File: config.mk
export PLATFORM = sky130hd
export DESIGN_NAME = uart_wb_burst_bridge
export DESIGN_NICKNAME = d
export VERILOG_FILES = /design/src/rtl/uart_wb_burst_bridge.sv
export SDC_FILE = /design/constraint.sdc
export NUM_CORES = 1
export LEC_CHECK = 0
export ABC_CLOCK_PERIOD_IN_PS = 5800
export CAP_MARGIN = 20
export CORE_ASPECT_RATIO = 0.7
export CORE_MARGIN = 3
export CORE_UTILIZATION = 57
export CTS_CLUSTER_SIZE = 28
export DETAILED_ROUTE_END_ITERATION = 10
export PLACE_DENSITY = 0.94
export SETUP_SLACK_MARGIN = 0.02
export SLEW_MARGIN = 10
export SYNTH_ARGS = -nofsm -noshare
export SYNTH_HDL_FRONTEND = slang
export SYNTH_SLANG_ARGS = --single-unit
export TNS_END_PERCENT = 5
File: constraint.sdc
create_clock -name clk -period 5.8 [get_ports clk]
set_clock_uncertainty 0.15 [all_clocks]
set_input_delay 0.87 -clock clk [delete_from_list [all_inputs] [get_ports clk]]
set_output_delay 0.87 -clock clk [all_outputs]
set_load 0.05 [all_outputs]
File: src/rtl/uart_wb_burst_bridge.sv
// Byte-stream to Wishbone classic master bridge: host frames drive single or
// burst word accesses with auto-incrementing addresses; read data streams back MSB first.
module uart_wb_burst_bridge #(
  parameter int DATA_WIDTH = 32,
  parameter int ADDR_WIDTH = 30,
  parameter int MAX_BURST  = 255,
  parameter int WB_TIMEOUT = 1023,
  parameter int RX_TIMEOUT = 65535
) (
  input  logic                    clk,
  input  logic                    rst_n,
  input  logic [7:0]              rx_data,
  input  logic                    rx_valid,
  output logic                    rx_ready,
  output logic [7:0]              tx_data,
  output logic                    tx_valid,
  input  logic                    tx_ready,
  output logic                    wb_cyc,
  output logic                    wb_stb,
  output logic                    wb_we,
  output logic [ADDR_WIDTH-1:0]   wb_adr,
  output logic [DATA_WIDTH-1:0]   wb_dat_w,
  output logic [DATA_WIDTH/8-1:0] wb_sel,
  input  logic [DATA_WIDTH-1:0]   wb_dat_r,
  input  logic                    wb_ack,
  input  logic                    wb_err,
  output logic                    busy,
  output logic                    error
);

  localparam int BYTES = DATA_WIDTH / 8;
  localparam int WT_W  = $clog2(WB_TIMEOUT + 1);
  localparam int RT_W  = $clog2(RX_TIMEOUT + 1);

  localparam logic [2:0] S_IDLE  = 3'd0;
  localparam logic [2:0] S_LEN   = 3'd1;
  localparam logic [2:0] S_ADDR  = 3'd2;
  localparam logic [2:0] S_WDATA = 3'd3;
  localparam logic [2:0] S_WB    = 3'd4;
  localparam logic [2:0] S_RDATA = 3'd5;

  logic [2:0]            state;
  logic                  is_wr;
  logic                  rdy_en;
  logic                  err_q;
  logic [7:0]            cnt;
  logic [7:0]            byte_cnt;
  logic [23:0]           addr_sh;
  logic [ADDR_WIDTH-1:0] adr;
  logic [DATA_WIDTH-1:0] shreg;
  logic [WT_W-1:0]       wb_tmr;
  logic [RT_W-1:0]       rx_tmr;

  logic rx_state, rx_fire, tx_fire, wb_to, wb_done, wb_fail, last_byte, rx_to;

  function automatic logic [7:0] clamp_len(input logic [7:0] len);
    if ({24'd0, len} > 32'(MAX_BURST)) return 8'(MAX_BURST);
    return len;
  endfunction

  assign rx_state  = (state == S_LEN) || (state == S_ADDR) || (state == S_WDATA);
  assign rx_ready  = rdy_en && ((state == S_IDLE) || rx_state);
  assign rx_fire   = rx_valid && rx_ready;
  assign tx_valid  = (state == S_RDATA);
  assign tx_fire   = tx_valid && tx_ready;
  assign tx_data   = shreg[DATA_WIDTH-1 -: 8];

  // Bus strobes are decoded from state so an async reset drops them immediately.
  assign wb_cyc    = (state == S_WB);
  assign wb_stb    = wb_cyc;
  assign wb_we     = wb_cyc && is_wr;
  assign wb_sel    = {BYTES{wb_cyc}};
  assign wb_adr    = adr;
  assign wb_dat_w  = shreg;
  assign busy      = (state != S_IDLE);
  assign error     = err_q;

  assign wb_to     = (wb_tmr == WT_W'(WB_TIMEOUT - 1));
  assign wb_done   = wb_ack || wb_err || wb_to;
  assign wb_fail   = wb_err || (wb_to && !wb_ack);
  assign last_byte = (byte_cnt == 8'(BYTES - 1));
  assign rx_to     = rx_state && !rx_fire && (rx_tmr == RT_W'(RX_TIMEOUT - 1));

  always_ff @(posedge clk or negedge rst_n) begin
    if (!rst_n) begin
      state    <= S_IDLE;
      is_wr    <= 1'b0;
      rdy_en   <= 1'b0;
      err_q    <= 1'b0;
      cnt      <= '0;
      byte_cnt <= '0;
      addr_sh  <= '0;
      adr      <= '0;
      shreg    <= '0;
      wb_tmr   <= '0;
      rx_tmr   <= '0;
    end else begin
      rdy_en <= 1'b1;
      rx_tmr <= (rx_state && !rx_fire) ? rx_tmr + RT_W'(1) : '0;
      wb_tmr <= (state == S_WB && !wb_done) ? wb_tmr + WT_W'(1) : '0;

      case (state)
        S_IDLE: begin
          if (rx_fire && (rx_data == 8'h01 || rx_data == 8'h02)) begin
            is_wr <= (rx_data == 8'h01);
            err_q <= 1'b0;
            state <= S_LEN;
          end
        end
        S_LEN: begin
          if (rx_fire) begin
            cnt      <= clamp_len(rx_data);
            byte_cnt <= '0;
            state    <= S_ADDR;
          end else if (rx_to) begin
            err_q <= 1'b1;
            state <= S_IDLE;
          end
        end
        S_ADDR: begin
          if (rx_fire) begin
            addr_sh  <= {addr_sh[15:0], rx_data};
            byte_cnt <= byte_cnt + 8'd1;
            if (byte_cnt == 8'd3) begin
              // Upper address bits beyond ADDR_WIDTH are intentionally dropped.
              adr      <= ADDR_WIDTH'({addr_sh, rx_data});
              byte_cnt <= '0;
              if (cnt == 8'd0)  state <= S_IDLE;
              else if (is_wr)   state <= S_WDATA;
              else              state <= S_WB;
            end
          end else if (rx_to) begin
            err_q <= 1'b1;
            state <= S_IDLE;
          end
        end
        S_WDATA: begin
          if (rx_fire) begin
            shreg <= (shreg << 8) | DATA_WIDTH'(rx_data);
            if (last_byte) begin
              byte_cnt <= '0;
              state    <= S_WB;
            end else begin
              byte_cnt <= byte_cnt + 8'd1;
            end
          end else if (rx_to) begin
            err_q <= 1'b1;
            state <= S_IDLE;
          end
        end
        S_WB: begin
          if (wb_done) begin
            if (wb_fail) err_q <= 1'b1;
            if (is_wr) begin
              cnt   <= cnt - 8'd1;
              adr   <= adr + ADDR_WIDTH'(1);
              state <= (cnt == 8'd1) ? S_IDLE : S_WDATA;
            end else begin
              shreg    <= wb_fail ? '0 : wb_dat_r;
              byte_cnt <= '0;
              state    <= S_RDATA;
            end
          end
        end
        S_RDATA: begin
          if (tx_fire) begin
            shreg <= shreg << 8;
            if (last_byte) begin
              byte_cnt <= '0;
              cnt      <= cnt - 8'd1;
              adr      <= adr + ADDR_WIDTH'(1);
              state    <= (cnt == 8'd1) ? S_IDLE : S_WB;
            end else begin
              byte_cnt <= byte_cnt + 8'd1;
            end
          end
        end
        default: state <= S_IDLE;
      endcase
    end
  end

endmodule

# Word level (Yosys, flattened, before mapping)
# Index checks and enable logic that the tools add are counted.
word_totals:
  input_bits: 46
  ff_bits: 132
  wordCells: 131
  output_inout_bits: 81
op_classes:
  n_reduce_logical: 37
  mux: 50
  addsub: 5
  n_bitwise: 1
  n_eq_ne: 27
ops:
  columns: ["operator", "count"]
  rows:
  - ["two-way mux 30 bit", 6]
  - ["two-way mux 32 bit", 5]
  - ["one-hot mux 32 bit (3 select lines)", 1]
  - ["one-hot mux 30 bit (3 select lines)", 1]
  - ["two-way mux 8 bit", 11]
  - ["two-way mux 3 bit", 14]
  - ["OR 32 x 8 -> 32 bit", 1]
  - ["one-hot mux 8 bit (4 select lines)", 1]
  - ["adder 30 x 1 -> 30 bit, second input constant", 1]
  - ["one-hot mux 8 bit (3 select lines)", 1]
  - ["AND reduction 6 bit", 4]
  - ["one-hot mux 3 bit (6 select lines)", 1]
  - ["adder 16 x 1 -> 16 bit, second input constant", 1]
  - ["== test 16 bit, second input constant", 1]
  - ["== test 8 x 1 -> 1 bit, second input constant", 2]
  - ["== test 8 x 2 -> 1 bit, second input constant", 2]
  - ["two-way mux 16 bit", 1]
  - ["inequality test 2 x 1 -> 1 bit, second input constant", 8]
  - ["nonzero test 3 bit", 5]
  - ["inequality test 2 bit, second input constant", 6]
  - ["adder 10 x 1 -> 10 bit, second input constant", 1]
  - ["== test 10 bit, second input constant", 1]
  - ["two-way mux 10 bit", 1]
  - ["logical AND 1 bit", 9]
  - ["other kinds (19)", 35]

# Logic depth before layout (Yosys ltp)
# Gate-level depths: netlist (run 1).
logic_depth:
  depth_word: 12
  depth_mapped: 8
  mapped_depth_nobuf: 7

# Worst setup path after synthesis (run 1)
# Ideal clock, no wire load.
synth_path:
  path_type: "register -> output"
  from: "register state[1]"
  to: "output wb_we"
  n_path_buf: 3
  arrival_time_ns: 1.780
  setup_slack_ns: 3.000
  stages_incl_launch_ff: 6
  t_required_ns: 4.780
  cell_sequence: "dfrtp_1 -> nand2b_1 -> clkbuf_1 -> clkbuf_1 -> buf_1 -> nor2_1"
synth_via:
  elab_chain_cells: 2
synth_lines:
  columns: ["item", "line", "source"]
  rows:
  - ["start, declared", "42", "logic [2:0] state;"]
  - ["start signal, assigned", "157", "state <= (cnt == 8'd1) ? S_IDLE : S_WDATA;"]
  - ["start signal, assigned", "172", "state <= (cnt == 8'd1) ? S_IDLE : S_WB;"]
  - ["== test 3 bit", "69", "assign wb_cyc = (state == S_WB);"]
  - ["logical AND 1 bit", "71", "assign wb_we = wb_cyc && is_wr;"]
  - ["end, declared", "20", "output logic wb_we,"]
# Every way passes these cells.

# Worst setup path in the final report (run 1)
layout_path:
  from: "register state[0]"
  to: "output wb_sel[1]"
layout_via:
  elab_chain_cells: 1
layout_lines:
  columns: ["item", "line", "source"]
  rows:
  - ["== test 3 bit", "69", null]
  - ["end, declared", "23", "output logic [DATA_WIDTH/8-1:0] wb_sel,"]
# Every way passes these cells.

==> results.md, run 1 <==
- Status: completed
- Syn nets: between 800 and 900
- Gpl congestion: about 0.9
- # port buffers: around 130
- Post-Syn Area per Cell: between 9 and 10 µm²
- Synth Register Bits: 132
- Clk_lat worst skew: roughly 0.42 ns
- Antenna cells: 0
- Initial DRC count: 863
- DRT Wirelength: 21040 µm
- CP Launch Type: flip-flop
- Vias: roughly 6.7k
- Clk root buf: clkbuf_16
- Cell taking the most area after synthesis: dfrtp_1
- YS warnings: 0
- Crit Path Max Fanout: 25
- Setup violations, final: 0
- Psw: between 2 and 2.5 mW
- Final worst path period share: 0.7194
- Reg-to-Reg End: wb_adr[25]
- Max-slew violation count: 0
- Worst R2R Start: state[1]
- DR pass1 iterations: 6
- Post-synth ARST share: 1.000
- Clk network pwr share: 0.213
- Final worst slack: about 1.6 ns
- Post-layout minimum cycle time: around 4.2 ns
- Worst-Margin Slew: 1.066 ns
- DP Area: 8324 µm²
- CTS tree: built
- Rel. slew slack: 0.2885
- Flop-to-flop setup slack: ~2.4 ns
- Setup_tns: 0 ns
- WP data required: 4.78 ns
- Post-CTS Setup Repair Bufs: 0
- P per Cell Area: a little under 600 nW/µm²
- Routed vias/inst: about 6.6
- Synth top area cells: dfrtp_1 47%, nor2_1 4.4%, a21oi_1 4.3%
- Die width: roughly 140 µm
- Final hold slack: ~0.28 ns
- Cells after synthesis: approximately 750
- Slowest stage delay, CP: 0.87 ns
- Yosys top cell area share: 0.4683
- Final #Nets: between 900 and 1k
- # DRC: 0
- Crit path DAT: 3.15 ns
- Critical path's slowest cell: clkdlybuf4s50_1
- Cts hold-fix bufs: 0
- Post-synthesis sequential area ratio: 0.4683
- GRT overflow: 0
- First-pass GRT wire length: between 30000 and 40000 µm
- DP HPWL: ~14000 µm
- Clk pin slew, worst setup/hold paths: around 0.06 ns
- Switch share: 0.4772
- Sequential cell fraction of total power: 0.286
- R2R depth: 6
- Post-synth EDFFs: 0
- Largest net degree at the start of global routing: approximately 70
- Die ar.: 13770 µm²
- Initial Util: 0.5932
- Synth Flop Type: dfrtp_1
- Combinational Power Share: 0.501
- Gates resized, CTS repair: 0
- Power Total: ~5.2 mW
- Routed len/inst: slightly above 20 µm
- Hold Crit Class: input port to asynchronous set/reset pin
- Clock sink total: around 130
- P_int: between 2 and 3 mW
- Layout cells sized above 1: 0.09733
- Core area: between 10000 and 15000 µm²
- Max Root-Sink Buffers: 2
- P&R area growth vs syn: 26.73%
- P_leak: 3.632 nW
- Initial antenna violation count: 0
- Cell area after layout: between 8000 and 9000 µm²
- Fillers: about 830
- # rows: 33
- Max VDD drop: around 0.00050 V
- Number of CTS-inserted buffers: 17
- Number of max-cap violations: 0
- Crit path cell chain: nor2_1 -> nand2_1 -> inv_1 -> clkdlybuf4s50_1
- RSZ-0062 raised after global routing: false
- Max H-tree Level: 4
- Io pins: 127
- GRT Overall Usage: 0.3110
- Vias in the first global route: approximately 6.5k
- Distinct cell type count after synthesis: 64
- Setup WS pre-CTS: 1.921 ns
- Worst setup EP type: output pin
- Crit path kind: flip-flop to output pin
- Final hold vios: 0
- Peak Freq: between 200 and 250 MHz
- Die Height: slightly below 100 µm
- Post-route ant nets: 0
- Synth Cell Area: a little over 7000 µm²
## Yosys cell counts (3+ instances only)
cell type  instances
dfrtp_1          132
a2bb2oi_1          9
xor2_1            14
o21ai_0           42
nand2b_1           5
and3_1            10
or3_1              7
a41oi_1            9
inv_1             15
nor2_1            82
nand3_1           31
a22oi_1           31
buf_4             13
o22a_1             5
nand2_1           50
nor3b_1            3
ha_1               8
a31oi_1           24
o22ai_1            8
nor2b_1            4
mux2_2            22
buf_1              3
o31ai_1           13
and2_1             5
clkbuf_1          26
a21oi_1           60
and4_1             9
nand4_1           17
a22o_1             5
a21boi_0           5
buf_2             11
xnor2_1            4
nor3_1            23
or2_2              3
a211o_1            4
## state kept, by name (all words and copies together), names as in the netlist
signal    cells
error         1
addr_sh      22
cnt           8
byte_cnt      8
is_wr         1
rdy_en        1
wb_tmr       10
wb_dat_w     32
rx_tmr       16
wb_adr       30
state         3
## power by group through the flow
stage	Sequential [mW]	Combinational (mW)	Clock, mW
2_1_floorplan	2.02	1.26	0
3_3_place_gp	1.48	2.51	0
3_5_place_dp	1.49	2.58	0
4_1_cts	1.49	2.60	1.11
5_1_grt	1.53	2.79	1.16
6_report	1.50	2.62	1.11
## worst max path at each step
stage | start | endpoint | slack (ns) | depth (start not counted)
global route | state[0] | wb_sel[1] | 1.51 | 4
CTS | state[0] | wb_sel[1] | 1.71 | 4
global placement | rx_valid | wb_adr[25] | 1.99 | 8
detailed placement | rx_valid | wb_adr[29] | 1.92 | 8
finish | state[0] | wb_sel[1] | 1.63 | 4
floorplan | state[1] | wb_we | 3.00 | 5
## critical path, delay by kind of cell (launching register included)
family	cells	cell delay, ns
DFF	1	0.55
and+or+nand+nor	2	0.89
buffers and inverters	2	1.28
## routing by layer
layer  up-vias  GRT usage  part of all wire
met5         -          0                 0
met4         0    0.09850             0.023
met3        63     0.1169              0.14
met2       490     0.4689              0.45
met1      3182     0.4213              0.40
li1       2992          -                 -
## cell type report
cell class	count	area (µm²)	area share
Clock inverter	12	153.9	0.01721
Timing Repair Buffer	134	1320	0.1477
Inverter	15	56.30	0.006298
Multi-Input combinational cell	550	3453	0.3863
Clock buffer	20	456.7	0.05108
Tap cell	157	196.4	0.02197
Sequential cell	132	3303	0.3695
## cell usage in the layout, fill, tap and decap left out, drive strengths merged, types with 10 or more instances in the layout
| master | count |
|---|---|
| dfrtp | 132 |
| clkdlybuf4s50 | 125 |
| nor2 | 83 |
| a21oi | 60 |
| nand2 | 52 |
| o21ai | 44 |
| nand3 | 31 |
| a22oi | 31 |
| nor3 | 25 |
| a31oi | 24 |
| mux2 | 22 |
| clkbuf | 20 |
| nand4 | 18 |
| inv | 16 |
| xor2 | 14 |
| o31ai | 13 |
| and3 | 10 |
## cells by family after synthesis
| group | count (synthesis) | share of synthesized area |
|---|---|---|
| simple gates | 263 | 0.1884 |
| compound gates | 237 | 0.2231 |
| flops | 132 | 0.4683 |
| buf+inv | 69 | 0.04665 |
| mux | 23 | 0.03654 |
| xor+xnor | 18 | 0.02235 |
| fa+ha+maj | 8 | 0.01419 |
| other cells | 1 | 0.0005316 |
## per-stage QoR
step,instances,utilization
after global routing,1020,0.7518
after global placement,987,0.7000
after detailed placement,987,0.7000
after floorplan,751,-
final,1020,0.7518
after CTS,1019,0.7514
Note: power is estimated with default switching activity, not from simulation.
==> inputs of run 2 (changes only) <==
Settings changed: ABC_CLOCK_PERIOD_IN_PS 5800 to 3750, CORE_UTILIZATION 57 to 48, PLACE_DENSITY 0.94 to 0.85.
Clock period 5.8 ns to 3.75 ns, I/O delays scaled along.
==> results.md, run 2 (synthesized netlist as in run 1, its figures left out) <==
- Status: completed
- Cts hold-fix bufs: 0 (unchanged)
- Switch share: 0.4709 (-0.006256)
- Commonest non-fill, non-tap cell in the layout: dfrtp_1
- Final hold vios: 0 (unchanged)
- Most frequent cells in the layout: 132 x dfrtp_1, 125 x clkdlybuf4s50_1, 82 x nor2_1
- Clk network pwr share: 0.217 (+0.004)
- Psw: 3.816 mW (+53%)
- Worst-Margin Slew: 1.077 ns (+0.01070 ns)
- DRT Wirelength: 20150 µm (-4.2%)
- Io pins: 127 (unchanged)
- Met1 WL: 8559 µm (+2.8%)
- Max VDD drop: 0.0007149 V (+42%)
- Vias: 6625 (-1.5%)
- Critical path's slowest cell: clkdlybuf4s50_1
- Crit path kind: flip-flop to output pin
- Setup violations, final: 0 (unchanged)
- Crit path DAT: 2.65 ns (-0.50 ns)
- Die width: 150.9 µm (+8.6%)
- Die ar.: 16210 µm² (+18%)
- Sequential cell fraction of total power: 0.285 (about the same)
- Max-slew violation count: 0 (unchanged)
- Max Root-Sink Buffers: 2 (unchanged)
- Initial Util: 0.4988 (-0.09446)
- Routed vias/inst: 6.262 (-5.1%)
- Clk root buf: clkbuf_16
- P&R area growth vs syn: 28.06%
- Die Height: 107.4 µm (+8.4%)
- DR pass1 iterations: 5 (-1)
- Layout cells sized above 1: 0.1037 (+0.006352)
- Multi-input logic area: 3453 µm² (unchanged)
- Post-route ant nets: 0 (unchanged)
- Vias in the first global route: 6394 (-1.9%)
- Top Metal Used: met4
- Fillers: 1175 (+42%)
- Core area: 14140 µm² (+19%)
- Final #Nets: 909 (+0.55%)
- Clk pin slew, worst setup/hold paths: 0.06 ns (about the same)
- Post-CTS Setup Repair Bufs: 0 (unchanged)
- Number of max-cap violations: 0 (unchanged)
- GRT Overall Usage: 0.2578 (-0.05316)
- Worst setup EP type: output pin
- Antenna cells: 0 (unchanged)
- Clk_lat worst skew: 0.42 ns (about the same)
- Max H-tree Level: 4 (unchanged)
- Power Total: 8.103 mW (+55%)
- Initial antenna violation count: 0 (unchanged)
- Initial DRC count: 751 (-13%)
- Combinational Power Share: 0.498 (-0.003)
- Routed len/inst: 19.05 µm (-7.7%)
- WL met3: 2399 µm (-17%)
- Slowest stage delay, CP: 0.84 ns (-0.03 ns)
- CTS tree: built
- Clock sink total: 132 (unchanged)
- Crit Path Max Fanout: 25 (unchanged)
- RSZ-0062 raised after global routing: false
- Register Area: 3303 µm² (unchanged)
- Number of flip-flops under the largest register name: 32 (unchanged)
- Peak Freq: about 300 MHz
- P per Cell Area: 897.0 nW/µm² (+53%)
- P_int: 4.287 mW (+57%)
- Gpl congestion: 0.9062 (-1.4%)
- DP HPWL: 13580 µm (-2.9%)
- Post-layout minimum cycle time: between 3 and 4 ns
- Routed met2 length: 8820 µm (-5.8%)
- Setup_tns: 0 ns (unchanged)
- WP data required: 3.04 ns (-1.74 ns)
- # DRC: 0 (unchanged)
- # rows: 36 (+9.1%)
- Final worst path period share: 0.8972
- P_leak: 3.672 nW (+1.1%)
- CP Launch Type: flip-flop
- Hold Crit Class: input port to asynchronous set/reset pin
- Crit path cell chain: nor2_1 -> nand2_1 -> buf_4 -> inv_1 -> clkdlybuf4s50_1
- GRT overflow: 0 (unchanged)
- Flop-to-flop setup slack: 0.72 ns (-1.69 ns)
- Number of CTS-inserted buffers: 17 (unchanged)
- Gates resized, CTS repair: 0 (unchanged)
- Largest net degree at the start of global routing: 96 (+41%)
- First-pass GRT wire length: 33150 µm (-3.4%)
- Final hold slack: 0.07667 ns (-0.2009 ns)
- # port buffers: 126 (unchanged)
- Rel. slew slack: 0.2765 (-0.01202)
[run 2: cell types whose count changed in the layout (fill, tap and decap cells not counted), sizes merged]
cell and delta:
buf +5, clkinv +3, clkbuf -2, clkinvlp -2
bufinv +1
[run 2: worst max-delay path: cells and delay by family (launching register included)]
kind | cells | cell delay, ns
buffers and inverters | 3 | 1.28
flip-flops | 1 | 0.55
AND/OR/NAND/NOR | 2 | 0.41
[run 2: path summary, 6_finish.rpt]
kind / depth (start not counted) / endpoint / startpoint
setup reg to reg: 7 / wb_adr[25] / byte_cnt[0]
hold reg to reg: 1 / byte_cnt[7] / byte_cnt[7]
hold / removal: 1 / wb_adr[3] / rst_n
setup / recovery: 5 / wb_sel[3] / state[0]
min in group clk: 1 / byte_cnt[7] / byte_cnt[7]
max in group asynchronous: 2 / wb_adr[0] / rst_n
[run 2: through the flow]
step                      instances  area (µm²)  setup slack [ns]  utilization
after floorplan                 751        7054             1.257            -
after global placement         1026        8411            0.5869       0.5947
after detailed placement       1026        8411            0.5461       0.5947
after CTS                      1058        9034            0.3879       0.6387
after global routing           1058        9034            0.2414       0.6387
final                          1058        9034            0.3855       0.6387
[run 2: final cells by class]
type                       count  area share
multi-input combinational    550      0.3823
sequential                   132      0.3657
inverter                      15    0.006233
timing repair buffer         139      0.1506
clock inverter                14     0.02036
clock buffer                  18     0.04861
tap                          190     0.02632
[run 2: power by group through the flow]
stage               registers (mW)  logic (mW)  clock network (mW)
finish                        2.31        4.04                1.76
global route                  2.36        4.33                1.84
CTS                           2.29        4.02                1.77
detailed placement            2.29        3.99                   0
global placement              2.30        3.90                   0
floorplan                     3.12        1.95                   0
[run 2: per-layer routing]
metal	vias up	track usage
met2	417	0.3760
met5	-	0
met3	43	0.08039
li1	3002	-
met4	0	0.08021
met1	3163	0.3678
==> inputs of run 3 (changes only) <==
Settings changed: REMOVE_ABC_BUFFERS set to 1.
==> results.md, run 3 (synthesized netlist as in run 1, its figures left out) <==
- Status: completed
- Worst setup EP type: output pin
- Clk_lat worst skew: 0.42 ns (about the same)
- Crit path max-delay family: buffers and inverters
- Initial antenna violation count: 0 (unchanged)
- Max Root-Sink Buffers: 2 (unchanged)
- Initial DRC count: 792 (+5.5%)
- Post-route ant nets: 0 (unchanged)
- P&R area growth vs syn: 27.81%
- WP buf/inv: 3 (unchanged)
- Crit Path Max Fanout: 25 (unchanged)
- Worst R2R Start: byte_cnt[0]
- Hold Crit Class: input port to asynchronous set/reset pin
- Die width: 150.9 µm (unchanged)
- Final hold vios: 0 (unchanged)
- WL met3: 2189 µm (-8.8%)
- Setup_tns: 0 ns (unchanged)
- WP data required: 3.04 ns (about the same)
- Most frequent cells in the layout: 132 x dfrtp_1, 125 x clkdlybuf4s50_1, 82 x nor2_1
- Critical path endpoint: wb_stb
- Clock sink total: 132 (unchanged)
- Sequential cell fraction of total power: 0.286 (about the same)
- # port buffers: 126 (unchanged)
- Combinational Power Share: 0.502 (+0.004)
- Crit path kind: flip-flop to output pin
- Clk network pwr share: 0.212 (-0.005)
- Number of max-cap violations: 0 (unchanged)
- GRT Overall Usage: 0.2541 (-0.003743)
- Crit path DAT: 2.68 ns (+0.03 ns)
- Dpl cells: 1025 (-0.097%)
- CTS tree: built
- Slowest stage delay, CP: 0.84 ns (about the same)
- P per Cell Area: 887.3 nW/µm² (-1.1%)
- Clk root buf: clkbuf_16
- Flop-to-flop setup slack: 0.78 ns (+0.06 ns)
- Number of CTS-inserted buffers: 17 (unchanged)
- RSZ-0062 raised after global routing: false
- Largest net degree at the start of global routing: 79 (-18%)
- Rel. slew slack: 0.4506 (+0.1741)
- Met1 WL: 8856 µm (+3.5%)
- Crit path cell chain: nor2_1 -> nand2_1 -> buf_4 -> inv_1 -> clkdlybuf4s50_1
- Cts hold-fix bufs: 0 (unchanged)
- Commonest non-fill, non-tap cell in the layout: dfrtp_1
- Final worst path period share: 0.9041 (+0.006898)
- Vias: 6634 (+0.14%)
- Critical path's slowest cell: clkdlybuf4s50_1
- First-pass GRT wire length: 32800 µm (-1.1%)
- Routed len/inst: 19.30 µm (+1.3%)
- Power Total: 8.000 mW (-1.3%)
- Layout cells sized above 1: 0.1027 (-0.001034)
- Crit. path cell count: 5 (unchanged)
- Antenna cells: 0 (unchanged)
- DR pass1 iterations: 5 (unchanged)
- GRT overflow: 0 (unchanged)
- P_int: 4.189 mW (-2.3%)
- Reg-to-Reg End: wb_adr[0]
- Final Util: 0.6375 (-0.001239)
- Crit path from: state[0]
- Die Height: 107.4 µm (unchanged)
- Final #Nets: 908 (-0.11%)
- R2R depth: 6 (-1)
- Max VDD drop: 0.0004199 V (-41%)
- Routed vias/inst: 6.276 (+0.23%)
- Peak Freq: 295.0 MHz (-0.76%)
- Routed met2 length: 9092 µm (+3.1%)
- Worst-Margin Slew: 0.8178 ns (-0.2592 ns)
- Gpl congestion: 0.9120 (+0.64%)
- P_leak: 3.657 nW (-0.41%)
- Number of flip-flops under the largest register name: 32 (unchanged)
- Max-slew violation count: 0 (unchanged)
- Io pins: 127 (unchanged)
- # DRC: 0 (unchanged)
- DP HPWL: 13660 µm (+0.57%)
- Fillers: 1120 (-4.7%)
- Max H-tree Level: 4 (unchanged)
- Psw: 3.812 mW (-0.11%)
- Clk pin slew, worst setup/hold paths: 0.06 ns (about the same)
- DRT Wirelength: 20400 µm (+1.2%)
- # rows: 36 (unchanged)
- Die ar.: 16210 µm² (unchanged)
- Post-CTS Setup Repair Bufs: 0 (unchanged)
- Final hold slack: 0.02371 ns (-0.05295 ns)
- Core area: 14140 µm² (unchanged)
- Setup violations, final: 0 (unchanged)
- Switch share: 0.4765 (+0.005519)
- Non-Filler Instances: 1057 (-0.095%)
- Top Metal Used: met4
- CP Launch Type: flip-flop
- Vias in the first global route: 6180 (-3.3%)
- Post-layout minimum cycle time: 3.390 ns (+0.02587 ns)
- Initial Util: 0.4988 (unchanged)
- Gates resized, CTS repair: 0 (unchanged)
[run 3: cell count changes in the layout (fill, tap and decap cells not counted)]
cell,change
clkinv_4,+3
bufinv_16,-2
clkbuf_8,+1
buf_4,-2
inv_6,+2
buf_12,+1
clkinv_2,-4
[run 3: layout make-up]
| type | instances | area, µm² | area share |
|---|---|---|---|
| clock buffer | 19 | 452.9 | 0.05024 |
| clock inverter | 13 | 147.6 | 0.01638 |
| inverter | 15 | 56.30 | 0.006245 |
| multi-input combinational | 550 | 3453 | 0.3830 |
| tap | 190 | 237.7 | 0.02637 |
| timing repair buffer | 138 | 1365 | 0.1514 |
| sequential | 132 | 3303 | 0.3664 |
[run 3: worst min path at each step]
stage                     start     endpoint  slack, ns  cells after the start
floorplan                 rst_n   addr_sh[0]       0.12                      0
global placement    byte_cnt[7]  byte_cnt[7]       0.32                      1
detailed placement  byte_cnt[7]  byte_cnt[7]       0.33                      1
CTS                       rst_n  addr_sh[18]       0.07                      1
global route              rst_n   wb_adr[27]       0.09                      1
finish                    rst_n  addr_sh[18]       0.02                      1
[run 3: worst reg2reg max path: stages, from the launching register on]
cell and delay [ns]:
dfrtp_1 0.41, ha_1 0.26, nor3b_1 0.59, a31oi_1 0.25
o2bb2ai_2 0.52, nand2_2 0.32, a211o_1 0.36
[run 3: routing by layer]
layer,vias up,GRT usage
met5,-,0
met4,0,0.06080
met3,24,0.06103
met2,353,0.3798
met1,3257,0.3739
li1,3000,-
[run 3: power groups by stage]
stage | combinational (mW) | sequential (mW) | clock (mW)
floorplan | 1.61 | 3.29 | 0
global placement | 3.91 | 2.28 | 0
detailed placement | 3.98 | 2.29 | 0
CTS | 4.01 | 2.27 | 1.70
global route | 4.31 | 2.34 | 1.78
finish | 4.02 | 2.28 | 1.70
[run 3: metrics by stage]
stage | area [µm²] | worst slack (ns)
finish | 9016 | 0.3596
global placement | 8416 | 0.6713
global route | 9016 | 0.2351
floorplan | 6782 | -1.136
detailed placement | 8416 | 0.6421
CTS | 9016 | 0.3715
